[src/rtl/iterative_comparator.sv]
// Slice-serial operand comparator: scans a and b MSB slice first, then reports
// equality, signed/unsigned ordering and the RV32I branch decision for funct3.
module iterative_comparator #(
  parameter int WIDTH      = 32,
  parameter int CHUNK      = 8,
  parameter bit EARLY_EXIT = 1'b1
) (
  input  logic             clk,
  input  logic             rst_n,
  input  logic             flush,
  input  logic             in_valid,
  output logic             in_ready,
  input  logic [WIDTH-1:0] a,
  input  logic [WIDTH-1:0] b,
  input  logic [2:0]       funct3,
  output logic             out_valid,
  input  logic             out_ready,
  output logic             equal,
  output logic             a_lt_b_s,
  output logic             a_gt_b_s,
  output logic             a_lt_b_u,
  output logic             a_gt_b_u,
  output logic             taken,
  output logic             illegal
);

  localparam int NCHUNK = WIDTH / CHUNK;
  localparam int IDX_W  = (NCHUNK > 1) ? $clog2(NCHUNK) : 1;
  localparam logic [IDX_W-1:0] IDX_TOP = IDX_W'(NCHUNK - 1);

  typedef enum logic [1:0] {IDLE, SCAN, DONE} state_t;

  typedef struct packed {
    logic equal;
    logic lt_s;
    logic gt_s;
    logic lt_u;
    logic gt_u;
    logic taken;
    logic illegal;
  } result_t;

  state_t           state_q, state_d;
  logic [WIDTH-1:0] a_q, b_q;
  logic [2:0]       f3_q;
  logic [IDX_W-1:0] idx_q;
  logic             decided_q, decided_d;
  logic             ult_q, ult_d;
  result_t          res_q, res_d;
  logic             accept, step, finish;
  logic [31:0]      shift;
  logic [CHUNK-1:0] slice_a, slice_b;
  logic             first_diff;

  assign shift   = 32'(idx_q) * 32'(CHUNK);
  assign slice_a = CHUNK'(a_q >> shift);
  assign slice_b = CHUNK'(b_q >> shift);
  // Only the first differing slice from the MSB decides the ordering.
  assign first_diff = (slice_a != slice_b) && !decided_q;

  // NOTE: every signal written here gets a default first, so no path through
  // the case statement leaves a value unassigned and no latch is inferred.
  always_comb begin
    state_d   = state_q;
    accept    = 1'b0;
    step      = 1'b0;
    finish    = 1'b0;
    decided_d = decided_q;
    ult_d     = ult_q;
    case (state_q)
      IDLE: begin
        if (in_valid) begin
          accept    = 1'b1;
          decided_d = 1'b0;
          ult_d     = 1'b0;
          state_d   = SCAN;
        end
      end
      SCAN: begin
        if (first_diff) begin
          decided_d = 1'b1;
          ult_d     = slice_a < slice_b;
        end
        if ((first_diff && EARLY_EXIT) || idx_q == '0) begin
          finish  = 1'b1;
          state_d = DONE;
        end else begin
          step = 1'b1;
        end
      end
      DONE: begin
        if (out_ready) state_d = IDLE;
      end
      default: state_d = IDLE;
    endcase
    if (flush) begin
      state_d = IDLE;
      accept  = 1'b0;
      step    = 1'b0;
      finish  = 1'b0;
    end
  end

  // Result flags are formed from the decision as it stands after this cycle's slice.
  always_comb begin
    res_d      = '0;
    res_d.equal = !decided_d;
    res_d.lt_u  = decided_d & ult_d;
    res_d.gt_u  = decided_d & !ult_d;
    if (a_q[WIDTH-1] != b_q[WIDTH-1]) begin
      res_d.lt_s = a_q[WIDTH-1];
      res_d.gt_s = b_q[WIDTH-1];
    end else begin
      res_d.lt_s = res_d.lt_u;
      res_d.gt_s = res_d.gt_u;
    end
    case (f3_q)
      3'b000:  res_d.taken = res_d.equal;
      3'b001:  res_d.taken = !res_d.equal;
      3'b100:  res_d.taken = res_d.lt_s;
      3'b101:  res_d.taken = !res_d.lt_s;
      3'b110:  res_d.taken = res_d.lt_u;
      3'b111:  res_d.taken = !res_d.lt_u;
      default: res_d.illegal = 1'b1;
    endcase
  end

  // NOTE: sequential state uses non-blocking assignments so every register
  // samples the pre-edge values, independent of statement order.
  always_ff @(posedge clk or negedge rst_n) begin
    if (!rst_n) state_q <= IDLE;
    else        state_q <= state_d;
  end

  always_ff @(posedge clk or negedge rst_n) begin
    if (!rst_n) begin
      a_q       <= '0;
      b_q       <= '0;
      f3_q      <= '0;
      idx_q     <= IDX_TOP;
      decided_q <= 1'b0;
      ult_q     <= 1'b0;
      res_q     <= '0;
    end else begin
      decided_q <= decided_d;
      ult_q     <= ult_d;
      if (accept) begin
        a_q   <= a;
        b_q   <= b;
        f3_q  <= funct3;
        idx_q <= IDX_TOP;
      end else if (step) begin
        idx_q <= idx_q - IDX_W'(1);
      end
      if (flush)       res_q <= '0;
      else if (finish) res_q <= res_d;
    end
  end

  assign in_ready  = (state_q == IDLE);
  assign out_valid = (state_q == DONE);
  assign equal     = res_q.equal;
  assign a_lt_b_s  = res_q.lt_s;
  assign a_gt_b_s  = res_q.gt_s;
  assign a_lt_b_u  = res_q.lt_u;
  assign a_gt_b_u  = res_q.gt_u;
  assign taken     = res_q.taken;
  assign illegal   = res_q.illegal;

endmodule

[config.mk]
export PLATFORM = sky130hd
export DESIGN_NAME = iterative_comparator
export DESIGN_NICKNAME = d
export VERILOG_FILES = /design/src/rtl/iterative_comparator.sv
export SDC_FILE = /design/constraint.sdc
export NUM_CORES = 1
export LEC_CHECK = 0
export ABC_AREA = 1
export CORE_MARGIN = 3
export CORE_UTILIZATION = 46
export CTS_CLUSTER_DIAMETER = 200
export CTS_CLUSTER_SIZE = 16
export DETAILED_ROUTE_END_ITERATION = 10
export HOLD_SLACK_MARGIN = 0.08
export MAX_ROUTING_LAYER = met4
export PLACE_DENSITY = 0.76
export REMOVE_ABC_BUFFERS = 1
export SYNTH_ARGS = -nofsm -noshare
export SYNTH_HDL_FRONTEND = slang
export SYNTH_SLANG_ARGS = --single-unit
[constraint.sdc]
create_clock -name clk -period 2.3 [get_ports clk]
set_input_delay 0.575 -clock clk [delete_from_list [all_inputs] [get_ports clk]]
set_output_delay 0.575 -clock clk [all_outputs]
set_load 0.01 [all_outputs]
* After elaboration in Yosys (flattened, before gate mapping) *
Index checks and enable logic that the tools add are counted.

word-level totals
  register bits after elaboration = 80
  bits of input ports = 72
  output and inout bits = 9
  word-level logic and storage cells = 73

operators by class
  add/subtract/negate cells = 1
  $lt $le $gt $ge = 1
  eq/ne operators = 12
  shift operators = 2
  mux-type cells = 27
  bitwise gates (word level) = 2
  reductions and logical operators = 14

operator list
  kind                                                   count
  >> shifter 32 x 5 -> 8 bit                             2
  two-way mux 1 bit                                      14
  two-way mux 2 bit                                      7
  two-way mux 7 bit                                      2
  equality test 3 bit, second input constant             4
  less-than comparator 8 bit                             1
  inequality test 8 bit                                  1
  inequality test 3 bit, second input constant           2
  one-hot mux 1 bit (6 select lines)                     1
  one-hot mux 2 bit (3 select lines)                     1
  OR reduction 6 bit                                     1
  logical NOT 1 bit                                      5
  logical NOT 2 bit                                      2
  one-hot mux 1 bit (2 select lines)                     2
  nonzero test 2 bit                                     2
  equality test 3 x 1 -> 1 bit, second input constant    1
  logical NOT 3 bit                                      1
  inequality test 3 x 2 -> 1 bit, second input constant  1
  AND reduction 3 bit                                    1
  AND 1 bit                                              2
  equality test 2 x 1 -> 1 bit, second input constant    1
  equality test 2 bit, second input constant             1
  subtractor 2 x 1 -> 2 bit, second input constant       1
  logical AND 1 bit                                      1
  2 further kinds                                        2

* Logic depth before layout (Yosys ltp) *
Gate-level depths: netlist (run 1).

  word-level depth = 12
  mapped depth = 20
  mapped depth without buffers = 19

* Worst setup path before layout (run 1) *
OpenSTA, ideal clock, no wires.

  path kind = register -> register
  start = reg idx_q[0]
  end = reg res_q (netlist bit taken)
  library setup time = 0.116 ns
  data arrival time = 2.352 ns
  required time = 2.184 ns
  setup slack = -0.168 ns
  stages on the path, launching flop included = 18
  path buffers = 1
  period minus slack after synthesis = 2.468 ns
  cells stage by stage = dfstp_2 clkinv_1 clkbuf_1 o21ai_0 a21oi_1 ha_1 nand2_2 nor2_4 nand2_2 nand2_2 a21oi_4 nand3_2 nand2_1 inv_1 nor2_2 nand3_1 nand2_1 nand2_1

on the way
  longest elaborated chain between the ends = 11
  elaborated cells between the ends (all ways) = 23
  those cells by class = 1 x order compare; 1 x eq/ne; 2 x shift; 11 x mux; 1 x bitwise; 7 x reduce/logical

ends and longest elaborated chain
  element                                        RTL line  RTL
  start: declaration                             46        logic [IDX_W-1:0] idx_q;
  start signal: assignment                       153       idx_q <= idx_q - IDX_W'(1);
  >> shifter 32 x 5 -> 8 bit (on tied branches)  56, 57
  inequality test 8 bit (*)                      59        assign first_diff = (slice_a != slice_b) && !decided_q;
  logical AND 1 bit (*)                          59
  two-way mux 1 bit (*)                          80        if (first_diff) begin
  one-hot mux 1 bit (2 select lines) (*)         70        case (state_q)
  named net decided_d                            47        logic decided_q, decided_d;
  AND 1 bit                                      108       res_d.lt_u = decided_d & ult_d;
  two-way mux 2 bit                              110       if (a_q[WIDTH-1] != b_q[WIDTH-1]) begin
  logical NOT 1 bit                              121       3'b101: res_d.taken = !res_d.lt_s;
  one-hot mux 1 bit (6 select lines) (*)         117       case (f3_q)
  two-way mux 7 bit (*)                          156       else if (finish) res_q <= res_d;
  two-way mux 7 bit (*)                          155       if (flush) res_q <= '0;
  end signal: assignment                         156
  end: declaration                               49        result_t res_q, res_d;

Mark *: on every way through the listed nets, which the timed path passes. The rest lies on a longest branch. The select of a mux whose other input is x is not followed.
A chain may end at the register's enable or synchronous reset.

* Worst setup path in the final report (run 1) *
  start = reg idx_q[0]
  end = reg res_q (netlist bit taken)

on the way
  longest elaborated chain between the ends = 11
  elaborated cells between the ends (all ways) = 23
  those cells by class = 1 x order compare; 1 x eq/ne; 2 x shift; 11 x mux; 1 x bitwise; 7 x reduce/logical

ends and longest elaborated chain
  element
  branches (longest 11 deep; another with less-than comparator 8 bit)

Several ways; the timed one is not identified. The select of a mux whose other input is x is not followed.

==> impl_metrics.toml, run 1 <==
[routing]
ant_nets = 0
drc = 0
vias = 3603
drt_first_iter_violations = 157
routed_wl_mm = 9.95
avgRoutedWirePerCell_um = 14.1
drtPass1Iterations = 5
vias_per_cell = 5.10

[final_layout]
seqCellArea_um2 = 2000
multi_input_area_um2 = 1800
layout_commonest_cell = "nand2_1"
area_growth_pct = 37.2
drive_gt1_frac = 0.149
num-fill-cells = 639
nNetsFinal = 681
final_cell_mix = "nand2_1 (241), clkdlybuf4s50_1 (79), dfrtp_1 (78)"
diodes = 0
final_cell_count_no_fill = 707

[die]
die_h_um = 98.0
pin_count = 81
die_w_um = 98.0
fp-row-count = 32
dieArea_um2 = 9610
core_um2 = 7970
start_util = 0.489

[placement]
port_buffers = 80
place_inst = 681
hpwl_mm = 6.67
post-place-ws_ns = -0.250
gp_congestion = 0.846

[clocking]
ctsHtreeMaxLevel = 3
path_clk_slew_ns = 0.08
clk_latency_ns = 0.34
clk_path_buf_depth = 2
clock-sinks = 80
cts_tree = "built"
clock-root-buffer = "clkbuf_8"
hold_buffers = 0
numCtsBuffers = 9

[setup_path]
endpoint_kind = "register"
r2r-start = "idx_q[0]"
worst_path_most_repeated_cell = "nand2_2"
path_cells = "buf_8 -> buf_6 -> o21ai_0 -> o22ai_2 -> ha_4 -> nand2_2 -> nor2_4 -> nand2_2 -> nand2_2 -> nor2_1 -> nand2_1 -> nand2_2 -> nand3_4 -> nand2_2 -> inv_2 -> nor2_2 -> nand3_1 -> nand2_1 -> nand2_1"
reg2reg_to = "taken"
cp_num_buf_inv = 3
worstPathArrival_ns = 2.95
path_class = "register to register"
critPathMaxFanout = 7
cp_slowest_cell = "dfstp_2"
startpoint_type = "register"
crit_required_ns = 2.54
ff2ff_path_depth = 19
ff2ff_setup_slack_ns = -0.41
crit_path_max_incr_delay_ns = 0.65
cp_top_family = "simple AND/OR/NAND/NOR gates"

[job]
cap_violations = 0

[global_route]
first_global_vias = 3518
grt_max_degree = 46
antenna_found_initial = 0
grt_use_total = 0.207
overflow = 0
grt_pass1_wl_mm = 16.0

[sta]
max_slew.worst_pin.slew_ns = 0.496
layout_min_cycle_time_ns = 2.71
slew_violations = 0
finalCritPeriodShare = 1.18
layout_setup_ws_ns = -0.409
fin_skew_ns = 0.00491
fin_hold_ws_ns = 0.185
max-slew-margin-rel = 0.669
finalSetupViolCount = 12
rsz0062_at_grt = "true"
hold_viol = 0
clock.fmax_ghz = 0.369

[yosys]
yosysSeqAreaShare = 0.514
synth_warnings = 0
syn-cell-area_um2 = 3900
avgSynthCellArea_um2 = 7.75
synthCells = 503
synth-seq-cells = 80
ys_types = 26

[power]
ir_worst_vdd_v = 0.000486
power-per-cell-area_nw_per_um2 = 1070
fin_total_pwr_mw = 5.72
p_leak_nw = 2.64

[worst_hold_path]
hp-class = "input pin to async pin"

[status]
violations = "setup timing"
status = "finished, violations left"
area by class of cell:
class / count / share of cell area
Clock inverter: 3 / 0.0122
Tap cell: 102 / 0.0239
Multi-Input combinational cell: 373 / 0.337
Sequential cell: 80 / 0.375
Inverter: 27 / 0.0194
Clock buffer: 13 / 0.0278
Timing Repair Buffer: 109 / 0.205
metal layers:
layer,GRT usage,vias up,wire (µm)
li1,-,1780,-
met4,0.0639,0,160
met1,0.276,1674,4280
met5,-,-,0
met3,0.0357,14,617
met2,0.325,135,4880
through the flow:
stage	utilization	TNS (ns)	instance area, µm²
floorplan	-	-8.04	3800
global placement	0.614	-0.800	4890
detailed placement	0.614	-1.57	4890
CTS	0.646	-0.963	5150
global route	0.671	-5.00	5350
finish	0.671	-3.32	5350
what timing repair did:
action | 4_1_cts | 5_1_grt
pin swaps | 3 | 27
setup buffers | 1 | 8
resized for setup | 14 | 33
cloned | 0 | 1
setup endpoints to repair | 12 | 12
cells by family after synthesis:
group / count (synthesis) / share of synthesized area
flops: 80 / 0.514
simple gates: 300 / 0.306
buf+inv: 50 / 0.0514
fa+ha+maj: 9 / 0.0289
compound gates: 64 / 0.0989
cell usage after synthesis:
master / n / area [µm²]
a21oi_1: 12 / 60.1
a21oi_2: 1 / 8.76
a21oi_4: 1 / 16.3
a32o_1: 8 / 80.1
buf_1: 2 / 7.51
buf_2: 7 / 35.0
buf_4: 1 / 7.51
clkbuf_1: 13 / 48.8
clkinv_1: 1 / 3.75
dfrtp_1: 78 / 1950
dfstp_2: 2 / 52.6
ha_1: 9 / 113
inv_1: 20 / 75.1
inv_2: 6 / 22.5
nand2_1: 249 / 935
nand2_2: 7 / 43.8
nand3_1: 4 / 20.0
nand3_2: 1 / 10.0
nand4_1: 2 / 12.5
nor2_1: 28 / 105
nor2_2: 3 / 18.8
nor2_4: 3 / 33.8
nor3_1: 3 / 15.0
o21ai_0: 25 / 125
o21ai_1: 9 / 45.0
o22ai_1: 8 / 50.1
flip-flops by register name, summed over array words and instances (netlist names):
signal and cells:
state_q 2, a_lt_b_s 1, equal 1, b_q 32
f3_q 3, taken 1, illegal 1, a_q 32
a_lt_b_u 1, decided_q 1, ult_q 1, a_gt_b_s 1
idx_q 2, a_gt_b_u 1
worst reg2reg max path, stage by stage (launching register included):
cell	delay (ns)
dfstp_2	0.65
buf_8	0.16
buf_6	0.12
o21ai_0	0.14
o22ai_2	0.24
ha_4	0.24
nand2_2	0.08
nor2_4	0.04
nand2_2	0.08
nand2_2	0.08
nor2_1	0.10
nand2_1	0.07
nand2_2	0.11
nand3_4	0.10
nand2_2	0.09
inv_2	0.03
nor2_2	0.06
nand3_1	0.08
nand2_1	0.08
nand2_1	0.04
worst max-delay path by stage:
stage          depth (start not counted)      from  endpoint
6_report                              19  idx_q[0]     taken
5_1_grt                               19  idx_q[0]     taken
4_1_cts                               20  idx_q[0]     taken
3_5_place_dp                          20  idx_q[0]     taken
3_3_place_gp                          19  idx_q[0]     taken
2_1_floorplan                         17  idx_q[0]     taken
report_power, final:
part	switching, mW	internal [mW]	total (mW)	leakage, nW
clock network	0.489	0.642	1.13	0.108
registers	0.233	1.76	1.99	1.00
logic	1.41	1.19	2.60	1.54
Power figures use the tool's default switching activity.
==> run 2: changes to the inputs <==
--- a/config.mk
+++ b/config.mk
@@ -18,3 +18,4 @@
 export SYNTH_ARGS = -nofsm -noshare
 export SYNTH_HDL_FRONTEND = slang
 export SYNTH_SLANG_ARGS = --single-unit
+export TNS_END_PERCENT = 1
==> run 2 against run 1 <==
- the run still ends with setup timing left
- sequential power hardly changed
- design area about the same
- clock skew is 0.00087 ns higher
- combinational power barely moved
- via count barely moved
- non-clock buffer count unchanged
- utilization barely moved
- power fell by 0.33%
- hold slack improved by 0.0013 ns
- clock power about the same
- register-to-register slack improved by 0.03 ns
- flip-flop and latch count unchanged
==> impl_metrics.toml, run 2 (same netlist as run 1, synthesis figures left out) <==
[clocking]
clk_latency_ns = 0.35
hold_buffers = 0
ctsHtreeMaxLevel = 3
numCtsBuffers = 9
clock-root-buffer = "clkbuf_8"
clk_path_buf_depth = 2
cts_tree = "built"
clock-sinks = 80
path_clk_slew_ns = 0.08

[die]
start_util = 0.489
die_w_um = 98.0
die_h_um = 98.0
core_um2 = 7970
dieArea_um2 = 9610
pin_count = 81
fp-row-count = 32

[final_layout]
postLayoutCellArea_um2 = 5340
final_cell_mix = "nand2_1 (242), clkdlybuf4s50_1 (79), dfrtp_1 (78)"
drive_gt1_frac = 0.147
layout_commonest_cell = "nand2_1"
top_regs = "a_q (32), b_q (32), f3_q (3)"
area_growth_pct = 37.2
diodes = 0
nNetsFinal = 681

[global_route]
overflow = 0
first_global_vias = 3525
grt_use_total = 0.207
grt_max_degree = 46
antenna_found_initial = 0
grt_pass1_wl_mm = 16.0

[setup_path]
path_class = "register to register"
ff2ff_setup_slack_ns = -0.38
crit_required_ns = 2.54
worstPathArrival_ns = 2.92
endpoint_kind = "register"
critPathMaxFanout = 16
startpoint_type = "register"

[placement]
gp_congestion = 0.846
port_buffers = 80
hpwl_mm = 6.67
place_area_um2 = 4890

[routing]
routed_wl_mm = 9.83
drc = 0
avgRoutedWirePerCell_um = 13.9
vias = 3600
ant_nets = 0
drtPass1Iterations = 4
drt_first_iter_violations = 142
vias_per_cell = 5.09

[power]
netSwitchingPower_mw = 2.11
combPwrFrac = 0.453
intPower_mw = 3.59
seqPwrFrac = 0.349
power-per-cell-area_nw_per_um2 = 1070
p_sw_frac = 0.371
fin_total_pwr_mw = 5.70
power.share.clock = 0.198
p_leak_nw = 2.64
ir_worst_vdd_v = 0.000491

[sta]
clock.fmax_ghz = 0.374
rsz0062_at_grt = "true"
max-slew-margin-rel = 0.667
max_slew.worst_pin.slew_ns = 0.500
layout_setup_ws_ns = -0.376
hold_viol = 0
finalCritPeriodShare = 1.16
layout_min_cycle_time_ns = 2.68
finalSetupViolCount = 12
fin_skew_ns = 0.00579
slew_violations = 0

[job]
cap_violations = 0

[worst_hold_path]
hp-class = "input pin to async pin"

[status]
violations = "setup timing"
status = "finished, violations left"
run 2: final timing paths:
kind,from,endpoint,cells past startpoint
min in group clk,a_q[23],a_q[23],2
max in group asynchronous,rst_n,a_q[22],2
min reg2reg,a_q[23],a_q[23],2
min,rst_n,a_gt_b_s,1
max reg2reg,idx_q[0],taken,19
max,idx_q[0],taken,19
run 2: area by class of cell:
| type | instances | area (µm²) |
|---|---|---|
| Clock inverter | 3 | 65.1 |
| Inverter | 27 | 104 |
| Sequential cell | 80 | 2000 |
| Multi-Input combinational cell | 373 | 1800 |
| Tap cell | 102 | 128 |
| Timing Repair Buffer | 109 | 1100 |
| Fill cell | 643 | 2620 |
| Clock buffer | 13 | 149 |
run 2: worst max-delay path, cell delays in order, from the launching register on:
cell     delay [ns]
dfstp_2        0.65
inv_4          0.07
buf_12         0.15
o21ai_0        0.18
o22ai_1        0.12
ha_1           0.32
nand2_2        0.09
nor2_4         0.05
nand2_2        0.08
nand2_2        0.07
nor2_1         0.10
nand2_1        0.07
nand2_2        0.11
nand3_4        0.11
nand2_2        0.09
inv_2          0.03
nor2_2         0.06
nand3_1        0.08
nand2_1        0.08
nand2_1        0.04
run 2: repair_timing:
action	CTS	global route
setup buffers	1	8
setup endpoints to repair	12	12
pin swaps	2	24
gates resized for setup	14	32
cloned	0	1
run 2: layer usage:
metal,routed length [µm],vias up,track usage
li1,-,1786,-
met1,4360,1687,0.276
met2,4780,116,0.325
met3,543,11,0.0357
met4,145,0,0.0639
met5,0,-,-
run 2: stage by stage:
step	worst slack [ns]	utilization	hold WS [ns]	setup TNS, ns	cells
detailed placement	-0.250	0.614	0.460	-1.57	681
CTS	-0.243	0.646	0.211	-0.895	698
global route	-0.502	0.671	0.223	-4.94	707
finish	-0.376	0.671	0.187	-3.18	707
floorplan	-0.785	-	0.279	-8.04	480
global placement	-0.128	0.614	0.460	-0.800	681
run 2: power groups by stage:
stage	clock network (mW)	registers [mW]	logic (mW)
2_1_floorplan	0	1.98	1.36
3_3_place_gp	0	1.97	2.03
3_5_place_dp	0	1.98	2.10
4_1_cts	1.14	1.97	2.21
5_1_grt	1.20	2.02	2.90
6_report	1.13	1.99	2.59
==> run 3: changes to the inputs <==
--- a/config.mk
+++ b/config.mk
@@ -7,13 +7,12 @@
 export LEC_CHECK = 0
 export ABC_AREA = 1
 export CORE_MARGIN = 3
-export CORE_UTILIZATION = 46
+export CORE_UTILIZATION = 30
 export CTS_CLUSTER_DIAMETER = 200
 export CTS_CLUSTER_SIZE = 16
 export DETAILED_ROUTE_END_ITERATION = 10
 export HOLD_SLACK_MARGIN = 0.08
 export MAX_ROUTING_LAYER = met4
-export PLACE_DENSITY = 0.76
 export REMOVE_ABC_BUFFERS = 1
 export SYNTH_ARGS = -nofsm -noshare
 export SYNTH_HDL_FRONTEND = slang
==> run 3 against run 2 <==
- the flow still finishes with violations (setup timing)
- combinational power down 8.1%
- hold slack better by 0.29 ns
- wire length down 0.69%
- maximum frequency up 5.8%
- critical path type unchanged
==> impl_metrics.toml, run 3 (same netlist as run 1, synthesis figures left out) <==
[sta]
hold_viol = 0
rsz0062_at_grt = "true"
fin_skew_ns = 0.00731
clock.fmax_ghz = 0.395
layout_setup_ws_ns = -0.229
finalCritPeriodShare = 1.10
finalSetupViolCount = 8
max_slew.worst_pin.slew_ns = 0.476
slew_violations = 0
max-slew-margin-rel = 0.683
layout_min_cycle_time_ns = 2.53

[routing]
drc = 0
avgRoutedWirePerCell_um = 12.7
drtPass1Iterations = 4
vias = 3498
vias_per_cell = 4.54
drt_first_iter_violations = 185
ant_nets = 0
routed_wl_mm = 9.76

[clocking]
clock-sinks = 80
ctsHtreeMaxLevel = 3
cts_tree = "built"
path_clk_slew_ns = 0.06
clk_latency_ns = 0.33
numCtsBuffers = 9
clock-root-buffer = "clkbuf_16"
clk_path_buf_depth = 2

[setup_path]
startpoint_type = "register"
ff2ff_setup_slack_ns = -0.23
endpoint_kind = "register"
crit_path_max_incr_delay_ns = 0.59
worstPathArrival_ns = 2.75
cp_slowest_cell = "dfstp_2"
path_class = "register to register"
path_cells = "inv_4 -> buf_12 -> o21ai_0 -> o22ai_1 -> ha_1 -> nand2_2 -> nor2_4 -> nand2_2 -> nand2_2 -> a21oi_4 -> nand3_2 -> nand2_1 -> inv_1 -> nor2_2 -> nand3_1 -> nand2_1 -> nand2_1"
cp_top_family = "simple AND/OR/NAND/NOR gates"
cp_num_buf_inv = 3
critPathMaxFanout = 18
crit_required_ns = 2.52

[die]
dieArea_um2 = 14400
core_um2 = 12700
fp-row-count = 41
die_h_um = 120
start_util = 0.307
pin_count = 81
die_w_um = 120

[power]
ir_worst_vdd_v = 0.000445
p_sw_frac = 0.353
intPower_mw = 3.79
power-per-cell-area_nw_per_um2 = 1080
combPwrFrac = 0.406
seqPwrFrac = 0.338
power.share.clock = 0.257
netSwitchingPower_mw = 2.07
p_leak_nw = 2.65

[global_route]
overflow = 0
grt_max_degree = 64
grt_pass1_wl_mm = 16.8
grt_use_total = 0.148
antenna_found_initial = 0
first_global_vias = 3679

[placement]
hpwl_mm = 6.87
place_inst = 751
gp_congestion = 0.874
port_buffers = 80
place_area_um2 = 4990

[worst_hold_path]
hp-class = "register to register"

[final_layout]
postLayoutCellArea_um2 = 5440
top_regs = "a_q (32), b_q (32), f3_q (3)"
area_growth_pct = 39.5
final_cell_mix = "nand2_1 (242), clkdlybuf4s50_1 (79), dfrtp_1 (78)"
layout_commonest_cell = "nand2_1"
diodes = 0
nNetsFinal = 675
drive_gt1_frac = 0.125
final_cell_count_no_fill = 771

[status]
violations = "setup timing"
status = "finished, violations left"

[job]
cap_violations = 0
run 3: cell count changes in the layout (fill, tap and decap cells not counted), sizes merged:
cell | before | now
buf | 29 | 23
clkbuf | 14 | 10
clkinv | 1 | 4
dlygate4sd3 | 0 | 1
run 3: worst min-delay path, stage by stage, from the launching register on:
cell and delay (ns):
dfrtp_1 0.34, nand2_1 0.06, nand2_1 0.05
run 3: layout make-up:
class | instances | area, µm²
inverter | 27 | 104
fill | 1283 | 7240
tap | 172 | 215
timing repair buffer | 103 | 1050
clock buffer | 10 | 229
clock inverter | 6 | 83.8
multi-input combinational | 373 | 1750
sequential | 80 | 2000
run 3: metal layers:
metal | wire length (µm) | track usage
met1 | 4520 | 0.186
met2 | 4640 | 0.240
met3 | 498 | 0.0287
met4 | 106 | 0.0494
met5 | 0 | -
run 3: what timing repair did:
item	CTS	global route
hold buffers	1	0
setup buffers	1	1
hold endpoints to repair	7	0
cloned	1	0
endpoints found under the setup margin	11	12
pin swaps	2	6
gates resized for setup	7	21
run 3: power groups by stage:
stage	clock (mW)	combinational [mW]	sequential [mW]
4_1_cts	1.54	2.25	1.97
6_report	1.51	2.38	1.98
5_1_grt	1.60	2.71	2.02
3_5_place_dp	0	2.11	1.99
3_3_place_gp	0	2.07	1.98
2_1_floorplan	0	1.36	1.98
run 3: path summary, 6_finish.rpt:
kind                            startpoint      end  cells after the start
worst min-delay path               a_q[20]  a_q[20]                      2
max in group asynchronous            rst_n  a_q[22]                      3
worst max-delay path              idx_q[0]    taken                     17
worst min register to register     a_q[20]  a_q[20]                      2
min in group asynchronous            rst_n  b_q[13]                      2
worst max register to register    idx_q[0]    taken                     17
run 3: stage by stage:
stage	total power [mW]	hold slack [ns]	TNS, ns	util	setup slack [ns]
6_report	5.86	0.479	-0.778	0.429	-0.229
5_1_grt	6.33	0.497	-2.59	0.429	-0.433
3_3_place_gp	4.06	0.421	-1.05	0.394	-0.149
3_5_place_dp	4.10	0.420	-1.68	0.394	-0.234
2_1_floorplan	3.34	0.279	-8.04	-	-0.785
4_1_cts	5.76	0.482	-1.18	0.424	-0.199
